## config.mk

```make
export PLATFORM = sky130hd
export DESIGN_NAME = sccb_cmd_arbiter
export DESIGN_NICKNAME = d
export VERILOG_FILES = /design/src/rtl/sccb_cmd_arbiter.sv
export SDC_FILE = /design/constraint.sdc
export NUM_CORES = 1
export LEC_CHECK = 0
export ABC_AREA = 1
export CAP_MARGIN = 20
export CELL_PAD_IN_SITES_DETAIL_PLACEMENT = 0
export CELL_PAD_IN_SITES_GLOBAL_PLACEMENT = 1
export CORE_MARGIN = 5
export CORE_UTILIZATION = 37
export CTS_CLUSTER_SIZE = 28
export DETAILED_ROUTE_END_ITERATION = 7
export GPL_ROUTABILITY_DRIVEN = 0
export PLACE_DENSITY_LB_ADDON = 0.1
export SYNTH_ARGS = -nofsm -noshare
export SYNTH_HDL_FRONTEND = slang
export SYNTH_SLANG_ARGS = --single-unit
```

## constraint.sdc

```tcl
create_clock -name clk -period 4.3 [get_ports clk]
set_input_delay 0.86 -clock clk [delete_from_list [all_inputs] [get_ports clk]]
set_output_delay 0.86 -clock clk [all_outputs]
set_load 0.02 [all_outputs]
```

## src/rtl/sccb_cmd_arbiter.sv

```systemverilog
// Purpose: shares one SCCB/I2C driver between the power-up sequencer (ch0) and runtime control (ch1).
// Latency: ack 1 cycle after grant, i2c_exec 1 cycle after ack, done when the driver finishes or on timeout.
// Backpressure: requesters hold req until ack; no new grant until WAIT and the inter-command GAP finish.
module sccb_cmd_arbiter #(
  parameter int ARB_MODE       = 0,
  parameter int GAP_CYCLES     = 250,
  parameter int TIMEOUT_CYCLES = 250000
) (
  input  logic        clk,
  input  logic        rst,
  input  logic        req0,
  input  logic        req1,
  input  logic        rh_wl0,
  input  logic        rh_wl1,
  input  logic [15:0] addr0,
  input  logic [15:0] addr1,
  input  logic [7:0]  wdata0,
  input  logic [7:0]  wdata1,
  output logic        ack0,
  output logic        ack1,
  output logic        done0,
  output logic        done1,
  output logic        err0,
  output logic        err1,
  output logic [7:0]  rdata,
  output logic        busy,
  output logic        timeout_flag,
  output logic        i2c_exec,
  output logic        i2c_rh_wl,
  output logic [15:0] i2c_addr,
  output logic [7:0]  i2c_data_w,
  input  logic [7:0]  i2c_data_r,
  input  logic        i2c_done
);

  localparam int TW     = $clog2(TIMEOUT_CYCLES + 1);
  localparam int GW_RAW = $clog2(GAP_CYCLES + 1);
  localparam int GW     = (GW_RAW < 1) ? 1 : GW_RAW;
  localparam logic [TW-1:0] TO_LAST  = TW'(TIMEOUT_CYCLES - 1);
  localparam logic [GW-1:0] GAP_LAST = GW'((GAP_CYCLES > 0) ? (GAP_CYCLES - 1) : 0);

  typedef enum logic [1:0] {
    S_IDLE  = 2'd0,
    S_ISSUE = 2'd1,
    S_WAIT  = 2'd2,
    S_GAP   = 2'd3
  } state_t;

  state_t        state_q, state_d;
  logic          owner_q, owner_d;     // channel that owns the current transaction
  logic          rr_ptr_q, rr_ptr_d;   // channel favoured when both request (round-robin)
  logic [TW-1:0] tcnt_q, tcnt_d;
  logic [GW-1:0] gcnt_q, gcnt_d;
  logic          ack0_q, ack0_d, ack1_q, ack1_d;
  logic          done0_q, done0_d, done1_q, done1_d;
  logic          err0_q, err0_d, err1_q, err1_d;
  logic [7:0]    rdata_q, rdata_d;
  logic          tflag_q, tflag_d;
  logic          exec_q, exec_d;
  logic          rh_wl_q, rh_wl_d;
  logic [15:0]   addr_q, addr_d;
  logic [7:0]    dataw_q, dataw_d;
  logic          pick1;
  logic          finish;
  logic          finish_err;

  // Winner selection: fixed priority to ch0, or alternate when both request.
  always_comb begin
    pick1 = 1'b0;
    if (ARB_MODE == 0) begin
      pick1 = ~req0;
    end else if (req0 && req1) begin
      pick1 = rr_ptr_q;
    end else begin
      pick1 = ~req0;
    end
  end

  // Next-state and registered-output logic for the IDLE/ISSUE/WAIT/GAP sequence.
  always_comb begin
    state_d    = state_q;
    owner_d    = owner_q;
    rr_ptr_d   = rr_ptr_q;
    tcnt_d     = tcnt_q;
    gcnt_d     = gcnt_q;
    ack0_d     = 1'b0;
    ack1_d     = 1'b0;
    done0_d    = 1'b0;
    done1_d    = 1'b0;
    err0_d     = 1'b0;
    err1_d     = 1'b0;
    exec_d     = 1'b0;
    rdata_d    = rdata_q;
    tflag_d    = tflag_q;
    rh_wl_d    = rh_wl_q;
    addr_d     = addr_q;
    dataw_d    = dataw_q;
    finish     = 1'b0;
    finish_err = 1'b0;

    case (state_q)
      S_IDLE: begin
        if (req0 || req1) begin
          owner_d  = pick1;
          rr_ptr_d = ~pick1;
          rh_wl_d  = pick1 ? rh_wl1 : rh_wl0;
          addr_d   = pick1 ? addr1  : addr0;
          dataw_d  = pick1 ? wdata1 : wdata0;
          ack0_d   = ~pick1;
          ack1_d   = pick1;
          state_d  = S_ISSUE;
        end
      end
      S_ISSUE: begin
        exec_d  = 1'b1;
        tcnt_d  = '0;
        state_d = S_WAIT;
      end
      S_WAIT: begin
        // A completion on the threshold cycle beats the timeout.
        if (i2c_done) begin
          finish = 1'b1;
          if (rh_wl_q) begin
            rdata_d = i2c_data_r;
          end
        end else if (tcnt_q == TO_LAST) begin
          finish     = 1'b1;
          finish_err = 1'b1;
          tflag_d    = 1'b1;
        end else begin
          tcnt_d = tcnt_q + TW'(1);
        end
        if (finish) begin
          done0_d = ~owner_q;
          done1_d = owner_q;
          err0_d  = ~owner_q & finish_err;
          err1_d  = owner_q & finish_err;
          gcnt_d  = '0;
          state_d = (GAP_CYCLES == 0) ? S_IDLE : S_GAP;
        end
      end
      S_GAP: begin
        if (gcnt_q == GAP_LAST) begin
          state_d = S_IDLE;
        end else begin
          gcnt_d = gcnt_q + GW'(1);
        end
      end
      default: state_d = S_IDLE;
    endcase
  end

  // State and output registers; reset abandons any in-flight transaction silently.
  always_ff @(posedge clk or posedge rst) begin
    if (rst) begin
      state_q  <= S_IDLE;
      owner_q  <= 1'b0;
      rr_ptr_q <= 1'b0;
      tcnt_q   <= '0;
      gcnt_q   <= '0;
      ack0_q   <= 1'b0;
      ack1_q   <= 1'b0;
      done0_q  <= 1'b0;
      done1_q  <= 1'b0;
      err0_q   <= 1'b0;
      err1_q   <= 1'b0;
      rdata_q  <= '0;
      tflag_q  <= 1'b0;
      exec_q   <= 1'b0;
      rh_wl_q  <= 1'b0;
      addr_q   <= '0;
      dataw_q  <= '0;
    end else begin
      state_q  <= state_d;
      owner_q  <= owner_d;
      rr_ptr_q <= rr_ptr_d;
      tcnt_q   <= tcnt_d;
      gcnt_q   <= gcnt_d;
      ack0_q   <= ack0_d;
      ack1_q   <= ack1_d;
      done0_q  <= done0_d;
      done1_q  <= done1_d;
      err0_q   <= err0_d;
      err1_q   <= err1_d;
      rdata_q  <= rdata_d;
      tflag_q  <= tflag_d;
      exec_q   <= exec_d;
      rh_wl_q  <= rh_wl_d;
      addr_q   <= addr_d;
      dataw_q  <= dataw_d;
    end
  end

  assign ack0         = ack0_q;
  assign ack1         = ack1_q;
  assign done0        = done0_q;
  assign done1        = done1_q;
  assign err0         = err0_q;
  assign err1         = err1_q;
  assign rdata        = rdata_q;
  assign busy         = (state_q != S_IDLE);
  assign timeout_flag = tflag_q;
  assign i2c_exec     = exec_q;
  assign i2c_rh_wl    = rh_wl_q;
  assign i2c_addr     = addr_q;
  assign i2c_data_w   = dataw_q;

endmodule
```

==> results.json <==
{
  "status": "finished clean",
  "whs_ns": 0.469,
  "numCtsBuffers": 9,
  "start_util_pct": 38.2,
  "wirelength_um": 8890,
  "dr.pass1.iters": 5,
  "p_leak_nw": 2.12,
  "nets": 614,
  "grt_first_pass_wirelength_um": 15300,
  "ys.flop_type": "dfrtp_1",
  "slew_viol_final": 0,
  "io_pins": 105,
  "syn_nets": 511,
  "drive_above_1_share_pct": 8.74,
  "postSynth.asyncResetShare_pct": 100,
  "core_um2": 9280,
  "yosys_warnings": 0,
  "cts-root-to-sink-buffers": 2,
  "path_max_fanout": 5,
  "cts_resized": 0,
  "row_count": 35,
  "r2r-start": "state_q[0]",
  "design_area_um2": 4920,
  "synthTopCellsByArea": "dfrtp_1, nand2_1, nor2_1",
  "hold_violations": 0,
  "min_delay_path_depth": 2,
  "io_buffers": 104,
  "worstPathRequired_ns": 3.44,
  "seqPwrFrac_pct": 35.3,
  "hold_path_class": "reg -> reg",
  "min_to": "timeout_flag",
  "power.switching_mw": 1.12,
  "synth_xor_area_share_pct": 3.21,
  "switching_share_pct": 39.9,
  "clk_latency_ns": 0.35,
  "setup_viol": 0,
  "start_kind": "flop",
  "fillers": 967,
  "pwr-share-clk_pct": 19.4,
  "tns_ns": 0,
  "max_freq_ghz": 0.374,
  "synth_compound_area_share_pct": 8.68,
  "synth_cells": 441,
  "comb_power_share_pct": 45.2,
  "wl_per_cell_um": 13.1,
  "vias": 3090,
  "grt_pass1_vias": 3190,
  "skew_ns": 0.0119,
  "place_ws_ns": 1.53,
  "rrSetupSlack_ns": 2.11,
  "antenna_found_initial": 0,
  "relSlewSlack_pct": 51.6,
  "synth_top_cell_by_area": "dfrtp_1",
  "dp_hpwl_um": 6580,
  "period_needed_ns": 2.67,
  "ys_types": 29,
  "worstSetupPathType": "reg -> out",
  "r2r.worst_path.cells": 8,
  "h-tree-depth": 3,
  "die_w_um": 108,
  "cap_violations": 0,
  "dieHeight_um": 108,
  "synth_adder_area_share_pct": 2.47,
  "setup_slack_ns": 1.63,
  "drtAntennaViolNets": 0,
  "syn_to_final_growth_pct": 38.6,
  "synth_most_common_cell": "nand2_1",
  "finalCritPeriodShare_pct": 62.2,
  "irDropWorstVdd_mv": 0.254,
  "grt_max_degree": 51,
  "synth_top_area_share_pct": 49.4,
  "holdBufCountCts": 0,
  "synthMuxAreaShare_pct": 2.54,
  "syn_area_per_cell_um2": 8.04,
  "synth_top_family_by_area": "simple AND/OR/NAND/NOR gates",
  "synth_edf_count": 0,
  "syn-cell-area_um2": 3550,
  "worstMarginPinSlew_ns": 0.725,
  "cts.clk_slew.worst_paths_ns": 0.09,
  "cts_tree": "built",
  "holdCritStartpoint": "timeout_flag",
  "rsz0062_at_grt": "false",
  "grt.overflow.total": 0,
  "ys_seq_elements": 70,
  "post-route-drc-count": 0,
  "post_cts_buffers": 0,
  "die_area_um2": 11600,
  "worstSetupEndpointType": "output pin",
  "synth_common_cells": "nand2_1, dfrtp_1, nor2_1, a31oi_1",
  "p_int_mw": 1.69,
  "cts_sinks": 70,
  "power_density_nw_per_um2": 570,
  "dr.first_iter.drc_count": 95,
  "timing.rr.end": "tcnt_q[6]",
  "cts-root-buf": "clkbuf_8",
  "grt.total_usage_pct": 16.5,
  "total_power_mw": 2.80,
  "diodes": 0,
  "seq_area_frac_synth_pct": 49.4,
  "via_per_inst": 4.56,
  "cp.arrival_ns": 1.81,
  "post_synth_and_or_nand_nor_area_fraction_pct": 28.6,
  "post_dp_cell_area_um2": 4700
}
-- cell families after synthesis --
| group | after synthesis |
|---|---|
| XOR/XNOR | 13 |
| flip-flops | 70 |
| buffers and inverters | 45 |
| AO/OA/AOI/OAI | 51 |
| multiplexers | 8 |
| AND/OR/NAND/NOR | 247 |
| adder cells (fa/ha/maj) | 7 |
-- worst max-delay path, stage by stage, from the launching register on --
cell and delay [ns]:
dfrtp_1 0.41, inv_1 0.08, ha_1 0.27, inv_1 0.08, clkdlybuf4s50_1 0.63
-- flip-flops by register name (all words and copies together) (netlist names), 2 cells and up --
name,flops
i2c_data_w,8
gcnt_q,8
tcnt_q,18
rdata,8
i2c_addr,16
state_q,2
-- cell type report --
cell class	count	area, um2	share of cell area [%]
multi-input combinational	326	1620	32.8
sequential	70	1750	35.6
timing repair buffer	108	1080	22.0
inverter	29	109	2.21
clock buffer	10	128	2.60
clock inverter	6	68.8	1.40
tap	129	161	3.28
-- power groups by stage --
| stage | logic, mW | clock network, mW | registers [mW] |
|---|---|---|---|
| 6_report | 1.27 | 0.544 | 0.990 |
| 5_1_grt | 1.39 | 0.591 | 1.02 |
| 4_1_cts | 1.29 | 0.563 | 0.993 |
| 3_5_place_dp | 1.29 | 0 | 1.00 |
| 3_3_place_gp | 1.27 | 0 | 1.00 |
| 2_1_floorplan | 0.540 | 0 | 1.20 |
-- layout by cell type, fill, tap and decap left out --
master	instances
nand2_1	142
clkdlybuf4s50_1	104
dfrtp_1	70
nor2_1	68
a31oi_1	25
nand3_1	20
inv_1	19
o21ai_1	19
xor2_1	12
inv_2	9
clkbuf_8	9
mux2_2	8
ha_1	7
nand2_2	3
or2_2	3
nand4_1	3
o21bai_1	3
buf_4	3
nor2_2	2
nand3b_1	2
o21ai_0	2
inv_6	2
xnor2_1	1
nor2_4	1
nor3_2	1
clkinv_1	1
nand3_4	1
a21boi_4	1
a21oi_1	1
nor3_1	1
clkbuf_1	1
clkinv_4	1
bufinv_16	1
clkinvlp_4	1
clkinv_2	1
buf_12	1
-- metrics by stage --
step	utilization (%)	std cells
after floorplan	-	441
after global placement	50.6	661
after detailed placement	50.6	661
after CTS	52.7	677
after global routing	53.0	678
final	53.0	678
-- per-layer routing --
metal	vias up	routed length [um]	GRT usage, %
met5	-	0	0
met4	0	67	3.25
met3	8	676	7.68
met2	68	4240	26.4
met1	1401	3910	20.8
li1	1613	-	-
-- how the worst max path moves through the flow --
stage | to | cells past startpoint | start
floorplan | ack0 | 1 | rst
global placement | i2c_addr[15] | 7 | req0
detailed placement | i2c_addr[15] | 7 | req0
CTS | busy | 4 | state_q[0]
global route | busy | 4 | state_q[0]
finish | busy | 4 | state_q[0]
No activity file was read; power rests on OpenSTA's default activity.
